## src/rtl/mem_port_arbiter_pkg.sv

```systemverilog
// Shared types and constants for the memory-port arbiter slice.
// Latency: n/a (types only).
// Backpressure: n/a (types only).
package mem_port_arbiter_pkg;

    // Which requester owns the outstanding read (or last won a grant).
    typedef enum logic [1:0] {
        OWN_NONE = 2'd0,
        OWN_IF   = 2'd1,
        OWN_LS   = 2'd2
    } owner_t;

    typedef enum logic {
        ST_IDLE = 1'b0,
        ST_WAIT = 1'b1
    } state_t;

    // Largest supported memory read latency; sizes the wait counter.
    localparam int RD_LAT_MAX = 4;
    localparam int CNT_W      = 2;

endpackage

```

## src/rtl/mem_port_arb_pick.sv

```systemverilog
// Winner selection between fetch and load/store requests (MEM_ARB_RR_EN: round-robin on ties).
// Latency: purely combinational, same cycle.
// Backpressure: the loser is simply not picked and keeps requesting.
module mem_port_arb_pick
    import mem_port_arbiter_pkg::*;
(
    input  logic   if_req,
    input  logic   ls_req,
`ifdef MEM_ARB_RR_EN
    input  owner_t last_winner,
`endif
    output logic   pick_if,
    output logic   pick_ls
);

    // Uncontested requests win outright; ties go by mode.
    always_comb begin
        pick_if = 1'b0;
        pick_ls = 1'b0;
        if (if_req && ls_req) begin
`ifdef MEM_ARB_RR_EN
            // The side that did not win last time gets the port.
            if (last_winner == OWN_LS) begin
                pick_if = 1'b1;
            end else begin
                pick_ls = 1'b1;
            end
`else
            // Fixed priority: load/store beats fetch.
            pick_ls = 1'b1;
`endif
        end else begin
            pick_if = if_req;
            pick_ls = ls_req;
        end
    end

endmodule

```

## src/rtl/mem_port_arbiter.sv

```systemverilog
// Shares one synchronous memory port between fetch and load/store (MEM_ARB_RR_EN selects round-robin ties).
// Latency: gnt same cycle; read data valid RD_LAT cycles after grant; stores complete in the grant cycle.
// Backpressure: one read outstanding; requests are ignored (no gnt) while a read is in flight.
module mem_port_arbiter
    import mem_port_arbiter_pkg::*;
#(
    parameter int ADDR_W = 32,
    parameter int DATA_W = 32,
    parameter int RD_LAT = 1
) (
    input  logic              clk,
    input  logic              rst_n,
    input  logic              if_req,
    input  logic [ADDR_W-1:0] if_addr,
    output logic              if_gnt,
    output logic              if_rvalid,
    output logic [DATA_W-1:0] if_rdata,
    input  logic              ls_req,
    input  logic              ls_we,
    input  logic [ADDR_W-1:0] ls_addr,
    input  logic [DATA_W-1:0] ls_wdata,
    output logic              ls_gnt,
    output logic              ls_rvalid,
    output logic [DATA_W-1:0] ls_rdata,
    output logic [ADDR_W-1:0] mem_addr,
    output logic              mem_we,
    output logic [DATA_W-1:0] mem_wdata,
    input  logic [DATA_W-1:0] mem_rdata,
    output logic              busy
);

    // Reject unsupported latencies at elaboration.
    generate
        if (RD_LAT < 1 || RD_LAT > RD_LAT_MAX) begin : g_bad_rd_lat
            $error("mem_port_arbiter: RD_LAT must be in 1..%0d", RD_LAT_MAX);
        end
    endgenerate

    localparam logic [CNT_W-1:0] CNT_INIT = CNT_W'(RD_LAT - 1);

    state_t           state;
    owner_t           owner;
    logic [CNT_W-1:0] cnt;
    logic             pick_if;
    logic             pick_ls;
    logic             can_grant;
    logic             rd_grant;

`ifdef MEM_ARB_RR_EN
    owner_t           last_winner;
`endif

    mem_port_arb_pick u_pick (
        .if_req      (if_req),
        .ls_req      (ls_req),
`ifdef MEM_ARB_RR_EN
        .last_winner (last_winner),
`endif
        .pick_if     (pick_if),
        .pick_ls     (pick_ls)
    );

    // Grants only from IDLE and never while reset is held.
    assign can_grant = rst_n && (state == ST_IDLE);
    assign if_gnt    = can_grant && pick_if;
    assign ls_gnt    = can_grant && pick_ls;
    assign rd_grant  = if_gnt || (ls_gnt && !ls_we);

    // Memory port follows the winner; idle port is driven to zero.
    always_comb begin
        mem_addr  = '0;
        mem_wdata = '0;
        mem_we    = 1'b0;
        if (ls_gnt) begin
            mem_addr  = ls_addr;
            mem_wdata = ls_wdata;
            mem_we    = ls_we;
        end else if (if_gnt) begin
            mem_addr  = if_addr;
        end
    end

    // Read data is a pass-through; the rvalid pulses qualify it.
    assign if_rdata  = mem_rdata;
    assign ls_rdata  = mem_rdata;
    assign busy      = (state == ST_WAIT);
    assign if_rvalid = busy && (cnt == '0) && (owner == OWN_IF);
    assign ls_rvalid = busy && (cnt == '0) && (owner == OWN_LS);

    // Read-tracking FSM: latch owner on a read grant, count down, release.
    always_ff @(posedge clk or negedge rst_n) begin
        if (!rst_n) begin
            state <= ST_IDLE;
            owner <= OWN_NONE;
            cnt   <= '0;
        end else begin
            case (state)
                ST_IDLE: begin
                    if (rd_grant) begin
                        state <= ST_WAIT;
                        owner <= if_gnt ? OWN_IF : OWN_LS;
                        cnt   <= CNT_INIT;
                    end
                end
                ST_WAIT: begin
                    if (cnt != '0) begin
                        cnt <= cnt - 1'b1;
                    end else begin
                        state <= ST_IDLE;
                        owner <= OWN_NONE;
                    end
                end
                default: begin
                    state <= ST_IDLE;
                    owner <= OWN_NONE;
                    cnt   <= '0;
                end
            endcase
        end
    end

`ifdef MEM_ARB_RR_EN
    // Remember who won the most recent grant, contested or not.
    always_ff @(posedge clk or negedge rst_n) begin
        if (!rst_n) begin
            last_winner <= OWN_IF;
        end else if (if_gnt) begin
            last_winner <= OWN_IF;
        end else if (ls_gnt) begin
            last_winner <= OWN_LS;
        end
    end
`endif

endmodule
```

## config.mk

```make
export PLATFORM = sky130hd
export DESIGN_NAME = mem_port_arbiter
export DESIGN_NICKNAME = d
export VERILOG_FILES = /design/src/rtl/mem_port_arbiter_pkg.sv /design/src/rtl/mem_port_arb_pick.sv /design/src/rtl/mem_port_arbiter.sv
export SDC_FILE = /design/constraint.sdc
export NUM_CORES = 1
export LEC_CHECK = 0
export ABC_AREA = 0
export ABC_CLOCK_PERIOD_IN_PS = 1600
export CORE_AREA = 8 8 98 100
export DETAILED_ROUTE_END_ITERATION = 6
export DIE_AREA = 0 0 106 108
export PLACE_DENSITY_LB_ADDON = 0.3
export SETUP_SLACK_MARGIN = 0.05
export SYNTH_ARGS = -nofsm -noshare
export SYNTH_HDL_FRONTEND = slang
export SYNTH_SLANG_ARGS = --single-unit
```

## constraint.sdc

```tcl
create_clock -name clk -period 1.6 [get_ports clk]
set_input_delay 0.24 -clock clk [delete_from_list [all_inputs] [get_ports clk]]
set_output_delay 0.24 -clock clk [all_outputs]
set_load 0.02 [all_outputs]
```

Word level (Yosys, flattened, before mapping)
Index checks and enable logic that the tools add are counted.

Bits in registers: 5. Word-level logic and storage cells: 40. Bits of input ports: 133. Output and inout bits: 134.

Add/subtract/negate cells: 1. Reduce and logical (&&, ||, !) cells: 14. Bitwise gates (word level): 1. Equality and inequality tests: 5. Multiplexer cells: 16.

Operator list (number): $mux W32 (3); $mux W2 (5); $logic_and A1 B1 Y1 (8); $pmux W2 S2 (2); $mux W1 (5); $ne A2 B2 Y1 const B (2); $reduce_and A2 Y1 (2); $eq A2 B1 Y1 const B (1); $eq A2 B2 Y1 const B (1); $logic_not A2 Y1 (1); $ne A2 B1 Y1 const B (1); $pmux W1 S2 (1); $reduce_bool A2 Y1 (1); $sub A2 B1 Y2 const B (1); $logic_not A1 Y1 (1); $logic_or A1 B1 Y1 (1); $not A1 Y1 (1).

Depth between registers and ports, before layout
Gate-level depths: netlist (run 1).

Word-level depth: 7. Depth in mapped cells: 5. Depth with buffers taken out: 5.

Modules after synthesis
A second synthesis (run 1) with hierarchy kept.

Cell total of the unflattened synthesis: 174. Area, all modules: 1342.5 sq um.

By module, submodules not included: mem_port_arbiter (cells an instance 172, area each 1332.5 sq um, times used 1, sequential area each 125.1 sq um); mem_port_arb_pick (cells an instance 2, area each 10.0 sq um, times used 1, sequential area each 0.0 sq um).

Least setup slack after synthesis (run 1)
No wires, ideal clock.

Path kind: reg2out. From: register state, in the netlist busy. To: output port mem_addr[24]. Required time: 1.360 ns. Arrival: 1.460 ns. Stages on the path, launching flop included: 4. Buffers on the path: 1. Setup slack: -0.100 ns. Cells stage by stage: dfrtp_1 -> nor4b_4 -> buf_6 -> a22o_1.

Longest elaborated chain between the ends: 5. Elaborated cells on any way between the ends: 6. Classes of those cells: mux: 2; bitwise: 1; reduce/logical: 3.

RTL lines: from (decl) (line mem_port_arbiter.sv:41) `state_t state;`; from (signal assigned) (line mem_port_arbiter.sv:93) `state <= ST_IDLE;`; from (signal assigned) (line mem_port_arbiter.sv:100) `state <= ST_WAIT;`; from (signal assigned) (line mem_port_arbiter.sv:109) `state <= ST_IDLE;`; $not A1 Y1; $logic_and A1 B1 Y1 (line mem_port_arbiter.sv:64) `assign can_grant = rst_n && (state == ST_IDLE);`; $logic_and A1 B1 Y1 (line mem_port_arbiter.sv:65) `assign if_gnt = can_grant && pick_if;`; via if_gnt (line mem_port_arbiter.sv:15) `output logic if_gnt,`; $mux W32 (line mem_port_arbiter.sv:78) `end else if (if_gnt) begin`; $mux W32 (line mem_port_arbiter.sv:74) `if (ls_gnt) begin`; to (decl) (line mem_port_arbiter.sv:25) `output logic [ADDR_W-1:0] mem_addr,`.

The timed path passes the listed nets, and every way through them passes these cells.

Worst setup path in the final report (run 1)
From: register state, in the netlist busy. To: output port mem_wdata[22].

Longest elaborated chain between the ends: 4.

RTL lines: $not A1 Y1; $logic_and A1 B1 Y1 (line mem_port_arbiter.sv:64); $logic_and A1 B1 Y1 (line mem_port_arbiter.sv:66) `assign ls_gnt = can_grant && pick_ls;`; $mux W32 (line mem_port_arbiter.sv:74); to (decl) (line mem_port_arbiter.sv:27) `output logic [DATA_W-1:0] mem_wdata,`.

No other way between the ends.

==> results.md, run 1 <==
- The overall fraction of global-route tracks in use is 11.5%.
- The TritonCTS buffer count is 3.
- The worst setup margin is -0.201 ns.
- The path type of the worst setup path is reg -> out.
- The synthesis warning total is 0.
- The via count of the first global-routing pass came to 1,773.
- The count of H-tree levels built during CTS is 1.
- The finished layout holds roughly 400 standard cells, fillers aside.
- The cell-internal power is 908 µW.
- The port buffer count is 170.
- Of the post-synthesis cell area, the dominant cell type holds 36.1%.
- In this run, synthesis inferred 0 flip-flops with an integrated enable.
- The max-slew violation count was 0.
- The first-pass iteration count of the detailed router is 4.
- Timing would allow up to 555 MHz.
- The detail route stage leaves a number of antenna-violating nets equal to 0.
- The net count of the finished layout is ~430.
- For this design the ratio of total power to cell area is 377 nW/µm².
- The die area is 11,400 µm².
- For this run, global-route usage on met3 was measured as 4.40%.
- The synthesized design contains 5 register bits.
- Synthesis handed over a netlist of 166 instances.
- The cell accounting for the most synthesized area is sky130_fd_sc_hd__buf_4.
- The die outline height is 108 µm.
- Counting tap cells, the placed design contains a total of 380 instances.
- The clock passes through at most 2 buffers.
- The worst hold path belongs to the class in -> async.
- Data on the critical path is required at its endpoint by 1.36 ns.
- The number of hold violations in the final report came to 0.
- For this design the top-level I/O count stands at 267.
- The global routing's busiest layer is met2.
- The average routed wire per standard cell is 18.9 µm.
- The max-capacitance violation count is 0.
- The CTS sink count is 5.
- The die width is 106 µm.
- The end-of-flow core utilization is approximately 43%.
- The post-CTS clock slew at the launch and capture registers of the worst setup and hold paths is roughly 0.040 ns.
- Combinational cells account for 71.0% of the total power.
- The aggregate routed wire length is 7580 µm.
- The leakage power figure is 0.00158 µW.
- The sequential share of power is 11.0%.
- Entering global routing, the biggest net connects 30 pins.
- The initial antenna violation count is 0.
- The worst-case IR drop observed on VDD is 0.267 mV.
- STA classifies the critical path startpoint as a flop.
- The share of total power dissipated in the clock network is 18.0%.
- Using the TritonRoute via totals, the vias-per-cell ratio works out to 4.05.
- The antenna diode count is 0.
- The global routing usage on met1 is 11.9%.
- The detailed router finished its first iteration with 29 violations.
- The actual slew at the worst max-slew pin is around 0.36 ns.
- The share of the yosys chip area belonging to registers is 9.41%.
- Sorting the synthesized cells by area gives the leading types as sky130_fd_sc_hd__buf_4 (36%), sky130_fd_sc_hd__and2_1 (16%), sky130_fd_sc_hd__a22o_1 (14%).
- The worst relative slew slack is between 70% and 80%.
- The commonest register cell after synthesis is sky130_fd_sc_hd__dfrtp_1.
- The floorplan core area is 8050 µm².
- The most frequently used cell type in the post-synthesis netlist is sky130_fd_sc_hd__buf_4.
- The final reports fail on setup timing.
- The CTS tree is built.
- For the final routed database, the setup TNS stands at -9.35 ns.
- In this run switching power makes up about 31% of total power.
- The remaining global-route overflow is 0.
- The run finished, with violations left.
- The worst-path maximum fanout is 8.
- Synthesis produced a netlist with a net count of 300.
- The routability-driven placement congestion ratio is 0.670.
- Counting distinct cell types in the post-synthesis netlist gives 23.
- By count the netlist is led by sky130_fd_sc_hd__buf_4 (64), sky130_fd_sc_hd__and2_1 (33), sky130_fd_sc_hd__a22o_1 (21).
- In the global route stage, met2 resource usage came out at 21.2%.
- Summing every instance area after synthesis gives 1330 µm².
- The kind of end point of the critical path is a primary output.
- The mean post-synth cell area is 8.01 µm².
- After legalization and detailed placement, the total HPWL measured ~5600 µm.
- For this configuration, the core starts out at a cell density of ~17%.
- The post-layout minimum cycle time is 1.80 ns.
- The part of the cycle the worst path needs is 113%.
- For the worst-skew pair, the clock arrives at the later sink with an insertion delay of 0.22 ns.
- The cell at the root of the clock tree is sky130_fd_sc_hd__clkbuf_8.
- Row generation in the floorplan step produced 33 rows.
- The via total after detailed routing is roughly 1,600.
- For this design the total switching power over the nets is 410 µW.
- The worst-case clock skew is 0.00228 ns.
- The final number of setup-violating endpoints is 67.
- The data arrival time at the worst-slack endpoint is 1.56 ns.
- The proportion of layout cells with a drive suffix above 1 is 56.1%.
- The DRC violation count after routing is 0.
- The post-synthesis to final-layout area growth is 163%.
- The first global-routing pass estimated 10,600 µm of wire.
- Setup repair after global routing could not meet its margin everywhere.
- The proportion of synthesized flip-flops having asynchronous set or reset is between 90% and 100%.
worst max-delay path, cell delays in order, from the launching register on:
cell                        delay, ns
sky130_fd_sc_hd__dfrtp_2         0.42
sky130_fd_sc_hd__and3b_2         0.31
sky130_fd_sc_hd__buf_12          0.19
sky130_fd_sc_hd__clkbuf_16       0.16
sky130_fd_sc_hd__and2_4          0.13
sky130_fd_sc_hd__buf_6           0.11
path summary, 6_finish.rpt:
kind / from / end / slack [ns] / depth (start not counted)
setup reg to reg: busy / owner[0] / 0.20 / 4
setup / recovery: busy / mem_wdata[22] / -0.20 / 5
hold / removal: rst_n / cnt[0] / 0.16 / 3
max in group asynchronous: rst_n / busy / 1.31 / 3
min in group clk: mem_rdata[13] / if_rdata[13] / 0.48 / 0
hold reg to reg: cnt[1] / cnt[1] / 0.55 / 2
layout make-up:
type | instances | area (µm²)
clock buffers | 4 | 45.0
fillers | 763 | 4560
inverters | 3 | 11.3
multi-input cells | 84 | 926
well taps | 105 | 131
flip-flops and latches | 5 | 126
repair buffers | 200 | 2250
metrics by stage:
step           area, µm²  total power, µW  worst slack (ns)  hold WS [ns]
3_3_place_gp        2850              895            -0.825         0.480
5_1_grt             3490             1380            -0.238         0.203
4_1_cts             3260             1280            -0.236         0.164
3_5_place_dp        2850              900            -0.837         0.480
2_1_floorplan       1440              655           0.00131       -0.0556
6_report            3490             1320            -0.201         0.164
cells by family (layout without fill, tap and decap cells):
| group | count (synthesis) | after routing | share of synthesized area (%) |
|---|---|---|---|
| compound gates | 37 | 37 | 24.6 |
| fa+ha+maj | 1 | 1 | 0.941 |
| buf+inv | 77 | 207 | 42.4 |
| flops | 5 | 5 | 9.41 |
| simple gates | 46 | 46 | 22.6 |
routing by layer:
metal,part of all wire [%],up-vias
li1,-,766
met1,37,735
met2,52,113
met3,9.9,11
met4,1.2,0
met5,0,-
state kept, by name, summed over array words and instances, names as in the netlist:
name / flops
owner: 2
cnt: 2
busy: 1
cell usage in the layout, fill, tap and decap left out:
cell type and n:
sky130_fd_sc_hd__a22o_4 22, sky130_fd_sc_hd__clkbuf_8 3, sky130_fd_sc_hd__nor4b_4 1, sky130_fd_sc_hd__or2b_1 1, sky130_fd_sc_hd__a22o_1 9, sky130_fd_sc_hd__ha_4 1, sky130_fd_sc_hd__nand2_1 3, sky130_fd_sc_hd__nand2_4 1
sky130_fd_sc_hd__and2_4 30, sky130_fd_sc_hd__clkdlybuf4s50_1 97, sky130_fd_sc_hd__a22o_2 1, sky130_fd_sc_hd__dfrtp_2 1, sky130_fd_sc_hd__buf_4 15, sky130_fd_sc_hd__o22ai_1 1, sky130_fd_sc_hd__buf_6 69, sky130_fd_sc_hd__buf_12 6
sky130_fd_sc_hd__buf_16 5, sky130_fd_sc_hd__nor2_1 1, sky130_fd_sc_hd__dlygate4sd2_1 4, sky130_fd_sc_hd__nor3b_2 2, sky130_fd_sc_hd__inv_2 3, sky130_fd_sc_hd__and2_1 3, sky130_fd_sc_hd__a21oi_1 1, sky130_fd_sc_hd__dfrtp_1 4
sky130_fd_sc_hd__clkbuf_16 4, sky130_fd_sc_hd__o21ai_0 1, sky130_fd_sc_hd__nand2b_1 3, sky130_fd_sc_hd__a2111oi_0 1, sky130_fd_sc_hd__a31o_2 1, sky130_fd_sc_hd__and3b_2 1, sky130_fd_sc_hd__clkbuf_1 1
power by group through the flow:
stage                     sequential (µW)  clock [µW]  combinational [µW]
after CTS                             145         243                 888
after detailed placement              147           0                 753
final                                 146         237                 935
after global routing                  147         246                 986
after global placement                147           0                 748
after floorplan                       147           0                 508
timing repair:
item | CTS | global route
resized for setup | 451 | 28
hold buffers | 0 | 0
setup endpoints to repair | 71 | 69
gates cloned | 6 | 4
setup buffers | 5 | 3
pin swaps | 17 | 26
endpoints found under the hold margin | 0 | 0
Note: power is estimated with default switching activity, not from simulation.
==> run 2: changes to the inputs <==
- TNS_END_PERCENT: not set -> 100
==> results of run 2 <==
Same layout as run 1: the final DEF is identical, and so are final timing and power.
